## src/rtl/serial_adder.sv

```systemverilog
// Multi-cycle adder/subtractor: WIDTH-bit operands consumed DIGIT bits per clock,
// LSB first, through one DIGIT-bit carry chain, with valid/ready on both sides.
module serial_adder #(
    parameter int unsigned WIDTH = 8,
    parameter int unsigned DIGIT = 1
) (
    input  logic             clk,
    input  logic             rst,
    input  logic             in_valid,
    output logic             in_ready,
    input  logic [WIDTH-1:0] a,
    input  logic [WIDTH-1:0] b,
    input  logic             cin,
    input  logic             sub,
    output logic             out_valid,
    input  logic             out_ready,
    output logic [WIDTH-1:0] sum,
    output logic             cout,
    output logic             ovf
);

    localparam int unsigned STEPS = WIDTH / DIGIT;
    localparam int unsigned CW    = (STEPS > 1) ? $clog2(STEPS) : 1;

    typedef enum logic [1:0] {IDLE, RUN, DONE} state_t;

    state_t           state_q, state_d;
    logic [CW-1:0]    count_q, count_d;
    logic [WIDTH-1:0] a_q, a_d, b_q, b_d;
    logic [WIDTH-1:0] acc_q, acc_d, sum_q, sum_d;
    logic             carry_q, carry_d, cout_q, cout_d, ovf_q, ovf_d;

    logic [DIGIT-1:0] dig_sum;
    logic             dig_cout, dig_cmsb, chain;
    logic [WIDTH-1:0] dig_ext;

    always_comb begin
        chain    = carry_q;
        dig_cmsb = carry_q;
        dig_sum  = '0;
        for (int unsigned i = 0; i < DIGIT; i++) begin
            dig_cmsb   = chain;
            dig_sum[i] = a_q[i] ^ b_q[i] ^ chain;
            chain      = (a_q[i] & b_q[i]) | (chain & (a_q[i] ^ b_q[i]));
        end
        dig_cout = chain;
        dig_ext  = '0;
        dig_ext[DIGIT-1:0] = dig_sum;
    end

    // Partial results build up in acc_q so sum keeps the previous result until DONE entry.
    always_comb begin
        state_d = state_q;
        count_d = count_q;
        a_d     = a_q;
        b_d     = b_q;
        acc_d   = acc_q;
        sum_d   = sum_q;
        carry_d = carry_q;
        cout_d  = cout_q;
        ovf_d   = ovf_q;
        case (state_q)
            IDLE: begin
                if (in_valid) begin
                    a_d     = a;
                    b_d     = b ^ {WIDTH{sub}};
                    carry_d = sub ? 1'b1 : cin;
                    count_d = '0;
                    state_d = RUN;
                end
            end
            RUN: begin
                a_d     = a_q >> DIGIT;
                b_d     = b_q >> DIGIT;
                acc_d   = (acc_q >> DIGIT) | (dig_ext << (WIDTH - DIGIT));
                carry_d = dig_cout;
                count_d = count_q + CW'(1);
                if (count_q == CW'(STEPS - 1)) begin
                    sum_d   = acc_d;
                    cout_d  = dig_cout;
                    ovf_d   = dig_cmsb ^ dig_cout;
                    state_d = DONE;
                end
            end
            DONE: begin
                if (out_ready) state_d = IDLE;
            end
            default: state_d = IDLE;
        endcase
    end

    always_ff @(posedge clk) begin
        if (rst) begin
            state_q <= IDLE;
            count_q <= '0;
            a_q     <= '0;
            b_q     <= '0;
            acc_q   <= '0;
            sum_q   <= '0;
            carry_q <= 1'b0;
            cout_q  <= 1'b0;
            ovf_q   <= 1'b0;
        end else begin
            state_q <= state_d;
            count_q <= count_d;
            a_q     <= a_d;
            b_q     <= b_d;
            acc_q   <= acc_d;
            sum_q   <= sum_d;
            carry_q <= carry_d;
            cout_q  <= cout_d;
            ovf_q   <= ovf_d;
        end
    end

    assign in_ready  = (state_q == IDLE) & ~rst;
    assign out_valid = (state_q == DONE);
    assign sum       = sum_q;
    assign cout      = cout_q;
    assign ovf       = ovf_q;

endmodule

```

## config.mk

```make
export PLATFORM = sky130hd
export DESIGN_NAME = serial_adder
export DESIGN_NICKNAME = d
export VERILOG_FILES = /design/src/rtl/serial_adder.sv
export SDC_FILE = /design/constraint.sdc
export NUM_CORES = 1
export LEC_CHECK = 0
export CORE_ASPECT_RATIO = 2
export CORE_MARGIN = 2
export CORE_UTILIZATION = 54
export CTS_CLUSTER_DIAMETER = 60
export DETAILED_ROUTE_END_ITERATION = 6
export GPL_TIMING_DRIVEN = 1
export PLACE_DENSITY = 0.91
export SYNTH_ARGS = -nofsm -noshare
export SYNTH_HDL_FRONTEND = slang
export SYNTH_SLANG_ARGS = --single-unit
```

## constraint.sdc

```tcl
create_clock -name clk -period 3.8 [get_ports clk]
set_input_delay 0.38 -clock clk [delete_from_list [all_inputs] [get_ports clk]]
set_output_delay 0.38 -clock clk [all_outputs]
set_load 0.01 [all_outputs]
```

==> Word-level counts from Yosys, hierarchy flattened <==
Cells that the tools add are included.
{ "word_totals": {"ff_bits": 40, "inputBits": 22, "out_inout_bits": 12, "elab_cells": 44} }
{ "classes": {"addsub": 1, "eq_ne": 6, "n_mux": 13, "bitwise_logic": 10, "n_reduce_logical": 5} }
{ "op_table": {"columns": ["op", "count"], "rows": [
  ["8-bit one-hot mux with 2 select lines", 2],
  ["8-bit 2-to-1 mux", 2],
  ["7-bit by 8-bit bitwise OR with 8-bit output", 1],
  ["8-bit XOR", 1],
  ["2-bit 2-to-1 mux", 3],
  ["2-bit one-hot mux with 3 select lines", 1],
  ["3-bit one-hot mux with 2 select lines", 1],
  ["2-bit != test, second input constant", 2],
  ["2-bit AND reduction", 2],
  ["3-bit by 1-bit adder with 3-bit output, second input constant", 1],
  ["1-bit bitwise AND", 3],
  ["3-bit == test, second input constant", 1],
  ["3-bit 2-to-1 mux", 1],
  ["3-bit AND reduction", 1],
  ["1-bit XOR", 3],
  ["2-bit by 1-bit == test with 1-bit output, second input constant", 1],
  ["2-bit == test, second input constant", 1],
  ["2-bit zero test", 1],
  ["1-bit 2-to-1 mux", 2],
  ["2-bit by 1-bit != test with 1-bit output, second input constant", 1],
  ["1-bit one-hot mux with 2 select lines", 1],
  ["2-bit nonzero test", 1],
  ["1-bit NOT", 1],
  ["1-bit bitwise OR", 1]
]} }

==> Longest topological paths before layout <==
Gate-level depths: netlist of run 1.
{ "depth": {"word_depth": 4, "mapped_depth": 6, "mapped_depth_nobuf": 5} }

==> Worst setup path after synthesis of run 1 <==
Ideal clock, no wire load.
{ "synth_path": {"path_kind": "reg2reg", "start": "reg count_q[0]", "end": "reg ovf_q (netlist: ovf)", "setup_ns": 0.086, "arrival_time_ns": 1.187, "slack_ns": 2.527, "stages_incl_launch_ff": 6, "path_cell_list": "dfxtp_1 -> ha_1 -> ha_1 -> and3b_1 -> buf_2 -> a211oi_1"} }
{ "synth_via": {"elab_chain_len": 2} }
{ "synth_lines": {"columns": ["element", "line_no", "text"], "rows": [
  ["start, declared", "28", "logic [CW-1:0] count_q, count_d;"],
  ["start signal, assigned", "105", "count_q <= count_d;"],
  ["3-bit == test", "78", "if (count_q == CW'(STEPS - 1)) begin"],
  ["2-bit AND reduction (no source line)", null, null],
  ["end signal, assigned", "112", "ovf_q <= ovf_d;"],
  ["end, declared", "31", "logic carry_q, carry_d, cout_q, cout_d, ovf_q, ovf_d;"]
]} }
Every way passes these cells.
A chain may end at the register's enable or synchronous reset.

==> Worst setup path in the final report of run 1 <==
{ "layout_path": {"start": "reg state_q[1]", "end": "out out_valid"} }
{ "layout_via": {"elab_chain_len": 1} }
{ "layout_lines": {"columns": ["element", "line_no", "text"], "rows": [
  ["start, declared", "27", "state_t state_q, state_d;"],
  ["start signal, assigned", "104", "state_q <= state_d;"],
  ["2-bit == test", "117", "assign out_valid = (state_q == DONE);"],
  ["end, declared", "15", "output logic out_valid,"]
]} }
Every way passes these cells.

==> metrics, run 1 <==
synth unique cells 39; Worst-Margin Slew 1.097 ns; drt pass-1 iters 4; P_leak 0.7355 nW; Post-Place Cells 244; DR WL met2 1.776 mm; Die H 83.80 um; CP peak stage delay 0.73 ns; share of cells above drive strength 1 8.145%; Final period util 58.04%; Rows 29; Fin Setup TNS 0 ns; post-synthesis compound-gate area fraction 23.73%; Crit Path Max Fanout 19; Async S/R FF share, synth 0%; crit start category flip-flop; adder-cell share of the synthesized area 2.620%; Reg area 780.7 um2; Via density 5.750; vias in the first global route 1,315; fillcell total 261; final hold vios 0; commonest register cell after synthesis dfxtp_1; Yosys warning total 0; R2R Setup Slk 1.60 ns; first-pass GRT wire length 5.616 mm; via count 1,449; Root Buffer clkbuf_8; cells after synthesis 194; Worst Hold Depth 2; skew final 0.007290 ns; Worst-path clk slew 0.07 ns; First DRT Iteration DRCs 32; Met3 Wirelength 115 um; worst r2r src state_q[0]; Post-Route WL 3.252 mm; CP max stage cell dfxtp_1; largest family of logic cells by synthesized area compound AO/OA/AOI/OAI gates; Hold Buf Count CTS 0; status finished clean; worst hold slack 0.4523 ns; Net Count, Synth 219; I/O Buffers 33; Critical Path End Type output port; worst min path class reg2reg; Buf/Inv on CP 1; Simple-Gate Fraction of Synth Area 17.32%; Initial Util 55.09%; largest net degree at the start of global routing 39; Clock Path Buffers 2; R2R depth 3; most frequent cells in the layout 39 x dfxtp_1, 34 x nand2_1, 33 x clkdlybuf4s50_1; top cell type's share of synthesized area 45.41%; GRT overflow 0; Sink Count 39; leading area contributor after synthesis dfxtp_1; final weighted congestion in routability-driven placement 0.7389; fmax 453.4 MHz; worst reg2reg endpoint b_q[5]; non-filler instance count after layout 252; Hold Crit Endpoint sum[0]; WP data required 3.42 ns; cell breakdown of the critical path nor2b_1, clkdlybuf4s50_1; EDFF count, synth 0; synthesized flop and latch total 39; CTS resizes 0; TritonCTS buffer count 5; DR DRC count 0; CP top delay family flip-flops; RSZ-0062 raised after global routing false; M1 WL 1.285 mm; final setup margin 1.594 ns; slew margin rel. 26.73%; commonest non-fill, non-tap cell in the layout dfxtp_1; TritonCTS clock tree built; Synth Area in XOR/XNOR 4.585%; Top Ports 34; H-tree levels 2; Multi-input gate area 829.5 um2; core area 3120 um2; synth top area cells dfxtp_1 45%, nand2_1 7.4%, a21oi_1 6.4%; antenna cell count 0; antenna viol nets, final 0; Critical Path AT 1.83 ns; register area share after synthesis 45.41%; post-synthesis cell area 1719 um2; Die W 43.90 um; synthesized area per cell 8.862 um2; pre-CTS setup slack 1.487 ns; Setup Fix Bufs, Post-CTS 0; Final setup violation count 0; hpwl dp 2.279 mm; area grow syn2layout 23.22%; Pwr Density 420.8 nW/um2; drt wl/cell 12.90 um; Final Util 67.88%; Crit Path Class reg2out; Top Metal Used met4; initial antenna violation count 0; final slew viol count 0; HP Start sum[0]; fin nets 245; GR Util All Layers 20.12%; worst skew pair latency 0.30 ns; mux cell area share after synthesis 0%; Max-Cap Viols 0; minimum clock period 2.206 ns; die area 3678 um2; VDD IR max 0.3386 mV
==> routing by layer <==
layer / vias up / GRT usage [%]
li1: 733 / -
met1: 676 / 22.42
met2: 34 / 33.69
met3: 6 / 5.195
met4: 0 / 9.917
met5: - / 0
==> sequential cells by signal, summed over array words and instances, names as in the netlist <==
| signal | count |
|---|---|
| sum | 8 |
| ovf | 1 |
| state_q | 2 |
| a_q | 8 |
| cout | 1 |
| b_q | 8 |
| count_q | 3 |
| carry_q | 1 |
| acc_q | 7 |
==> synth_stat cells, drive strengths merged, types with 3 or more instances <==
library cell  instances
inv                   5
o21ai                 6
or3b                  4
buf                  13
nand2b                3
nor2b                 3
nor2                  9
a211oi                3
dfxtp                39
a21oi                22
xnor2                 8
nand3b                3
nand2                34
a22oi                 9
o221ai                4
o22ai                 8
==> power by group <==
group          switching, W  leakage [nW]  internal [W]  total, W
combinational     0.0000478         0.359     0.0000542  0.000102
sequential        0.0000173         0.318      0.000428  0.000445
clock              0.000149        0.0581      0.000195  0.000344
total              0.000214         0.735      0.000678  0.000891
==> cell families after synthesis <==
family          Yosys count
flops                    39
compound gates           63
xor+xnor                  9
fa+ha+maj                 3
simple gates             60
buf+inv                  20
==> final cells by class <==
cell class | count | area share [%]
repair buffers | 34 | 15.95
multi-input cells | 135 | 39.16
clock buffers | 5 | 3.249
well taps | 31 | 1.831
flip-flops and latches | 39 | 36.86
clock inverters | 3 | 2.067
inverters | 5 | 0.8860
==> worst reg2reg max path, cell delays in order (launching register included) <==
cell and delay (ns):
dfxtp_1 0.70, nor2b_1 0.94, a22oi_1 0.24, o22ai_1 0.23
==> worst max-delay path by stage <==
stage / start / endpoint / slack [ns] / depth (start not counted)
after floorplan: count_q[0] / ovf / 2.53 / 5
after global placement: in_valid / b_q[3] / 1.62 / 4
after global routing: state_q[0] / b_q[0] / 1.40 / 3
final: state_q[1] / out_valid / 1.59 / 2
after detailed placement: in_valid / b_q[5] / 1.49 / 4
after CTS: state_q[1] / out_valid / 1.57 / 2
==> metrics by stage <==
stage | total power, W | area [um2]
floorplan | 0.0005222 | 1719
global placement | 0.0005527 | 2006
detailed placement | 0.0005563 | 2006
CTS | 0.0008990 | 2118
global route | 0.0009259 | 2118
finish | 0.0008915 | 2118
Note: power is estimated with default switching activity, not from simulation.
==> inputs of run 2 (changes only) <==
--- a/config.mk
+++ b/config.mk
@@ -7,11 +7,11 @@
 export LEC_CHECK = 0
 export CORE_ASPECT_RATIO = 2
 export CORE_MARGIN = 2
-export CORE_UTILIZATION = 54
+export CORE_UTILIZATION = 45
 export CTS_CLUSTER_DIAMETER = 60
 export DETAILED_ROUTE_END_ITERATION = 6
 export GPL_TIMING_DRIVEN = 1
-export PLACE_DENSITY = 0.91
+export PLACE_DENSITY = 0.82
 export SYNTH_ARGS = -nofsm -noshare
 export SYNTH_HDL_FRONTEND = slang
 export SYNTH_SLANG_ARGS = --single-unit
==> constraint.sdc (replaced) <==
create_clock -name clk -period 1.8 [get_ports clk]
set_input_delay 0.18 -clock clk [delete_from_list [all_inputs] [get_ports clk]]
set_output_delay 0.18 -clock clk [all_outputs]
set_load 0.01 [all_outputs]
==> run 2 against run 1 <==
Net effect: clock-buffer cell count rose by 1; clock skew down 0.0021 ns; first-iteration DRC count down 25%; cell count increased by 11%; core utilization fell by 7.1 points; die area grew 19%; routed wire length increased by 4.4%; sequential share of layout area down 1.6 points; critical path type unchanged.
==> metrics, run 2 (same netlist as run 1, synthesis figures left out) <==
antenna cell count 0 (unchanged); GR Util All Layers 17.89% (was 20.12%); fmax 587.5 MHz; worst min path class reg2reg (unchanged); GRT overflow 0 (unchanged); minimum clock period 1.702 ns; crit start category flip-flop (unchanged); Initial Util 47.15% (was 55.09%); drt wl/cell 12.17 um (was 12.90 um); first-pass GRT wire length 5.768 mm (was 5.616 mm); Clock Path Buffers 2 (unchanged); H-tree levels 2 (unchanged); RSZ-0062 raised after global routing false (unchanged); worst hold slack 0.4509 ns (was 0.4523 ns); die area 4361 um2 (was 3678 um2); VDD IR max 0.6934 mV (was 0.3386 mV); TritonCTS buffer count 5 (unchanged); Setup Fix Bufs, Post-CTS 0 (unchanged); Root Buffer clkbuf_8 (unchanged); Die W 47.71 um (was 43.90 um); Crit Path Max Fanout 8 (was 19); fin nets 254 (was 245); Sink Count 39 (unchanged); P_leak 0.7954 nW (was 0.7355 nW); Worst-Margin Slew 0.8219 ns (was 1.097 ns); Final setup violation count 0 (unchanged); First DRT Iteration DRCs 24 (was 32); skew final 0.005153 ns (was 0.007290 ns); Worst-path clk slew 0.07 ns (about the same); Critical Path End Type output port (unchanged); non-filler instance count after layout 279 (was 252); status finished clean (unchanged); Crit Path Class reg2out (unchanged); total power 0.001915 W (was 0.0008915 W); Rows 31 (was 29); drt pass-1 iters 4 (unchanged); Final period util 94.57%; area grow syn2layout 28.89% (was 23.22%); Final Util 60.78% (was 67.88%); Top Ports 34 (unchanged); WP data required 1.62 ns (was 3.42 ns); Via density 5.251 (was 5.750); Post-Route WL 3.395 mm (was 3.252 mm); Max-Cap Viols 0 (unchanged); core area 3646 um2 (was 3120 um2); antenna viol nets, final 0 (unchanged); via count 1,465 (was 1,449); Critical Path AT 1.52 ns (was 1.83 ns); initial antenna violation count 0 (unchanged); DR DRC count 0 (unchanged); share of cells above drive strength 1 11.74% (was 8.145%); final slew viol count 0 (unchanged); TritonCTS clock tree built (unchanged); Post-Place Cells 271 (was 244); final setup margin 0.09775 ns (was 1.594 ns); I/O Buffers 33 (unchanged); commonest non-fill, non-tap cell in the layout dfxtp_1 (unchanged); vias in the first global route 1,393 (was 1,315); most frequent cells in the layout 39 x dfxtp_1, 34 x nand2_1, 32 x clkdlybuf4s50_1 (was 39 x dfxtp_1, 34 x nand2_1, 33 x clkdlybuf4s50_1); largest net degree at the start of global routing 38 (was 39); Pwr Density 864.4 nW/um2 (was 420.8 nW/um2); worst skew pair latency 0.29 ns (was 0.30 ns); pre-CTS setup slack -0.01006 ns (was 1.487 ns); slew margin rel. 45.09% (was 26.73%); final hold vios 0 (unchanged); final weighted congestion in routability-driven placement 0.7420 (was 0.7389); Die H 91.41 um (was 83.80 um); hpwl dp 2.509 mm (was 2.279 mm)
==> run 2: critical path, cell delays in order (launching register included) <==
cell and delay (ns):
dfxtp_1 0.45, nor2b_1 0.22, clkdlybuf4s50_1 0.57
==> run 2: final timing paths <==
path                                 start         to  slack [ns]  depth (start not counted)
worst max-delay path            state_q[1]  out_valid         0.1                          2
worst min-delay path              acc_q[1]     sum[0]        0.45                          2
worst max register to register  state_q[0]     b_q[5]        0.19                          3
worst min register to register    acc_q[1]     sum[0]        0.45                          2
==> run 2: what timing repair did <==
action | 4_1_cts | 5_1_grt
hold buffers | 0 | 0
setup endpoints to repair | 0 | 1
hold endpoints to repair | 0 | 0
resized for setup | 0 | 1
==> run 2: final cells by class <==
class,count,area [um2]
multi-input combinational,135,829.5
timing repair buffer,43,407.9
inverter,5,18.77
tap,49,61.31
sequential,39,780.7
clock inverter,2,35.03
clock buffer,6,82.58
fill,360,1430
==> run 2: stage by stage <==
step,TNS (ns),area (um2)
global placement,0,2096
finish,0,2216
detailed placement,-0.01006,2096
floorplan,0,1719
global route,0,2216
CTS,0,2213
==> run 2: per-layer routing <==
layer  global-route usage, %  wire, um  vias to the layer above
met1                   19.88      1376                      675
met3                   4.175       110                        6
met4                   9.459        78                        0
met5                       0         0                        -
met2                   29.22      1830                       31
li1                        -         -                      753
==> run 2: power breakdown <==
group	switching (W)	total, W	internal [W]
clock network	0.000296	0.000744	0.000448
logic	0.000106	0.000234	0.000128
registers	0.0000336	0.000937	0.000904
total	0.000436	0.00192	0.00148
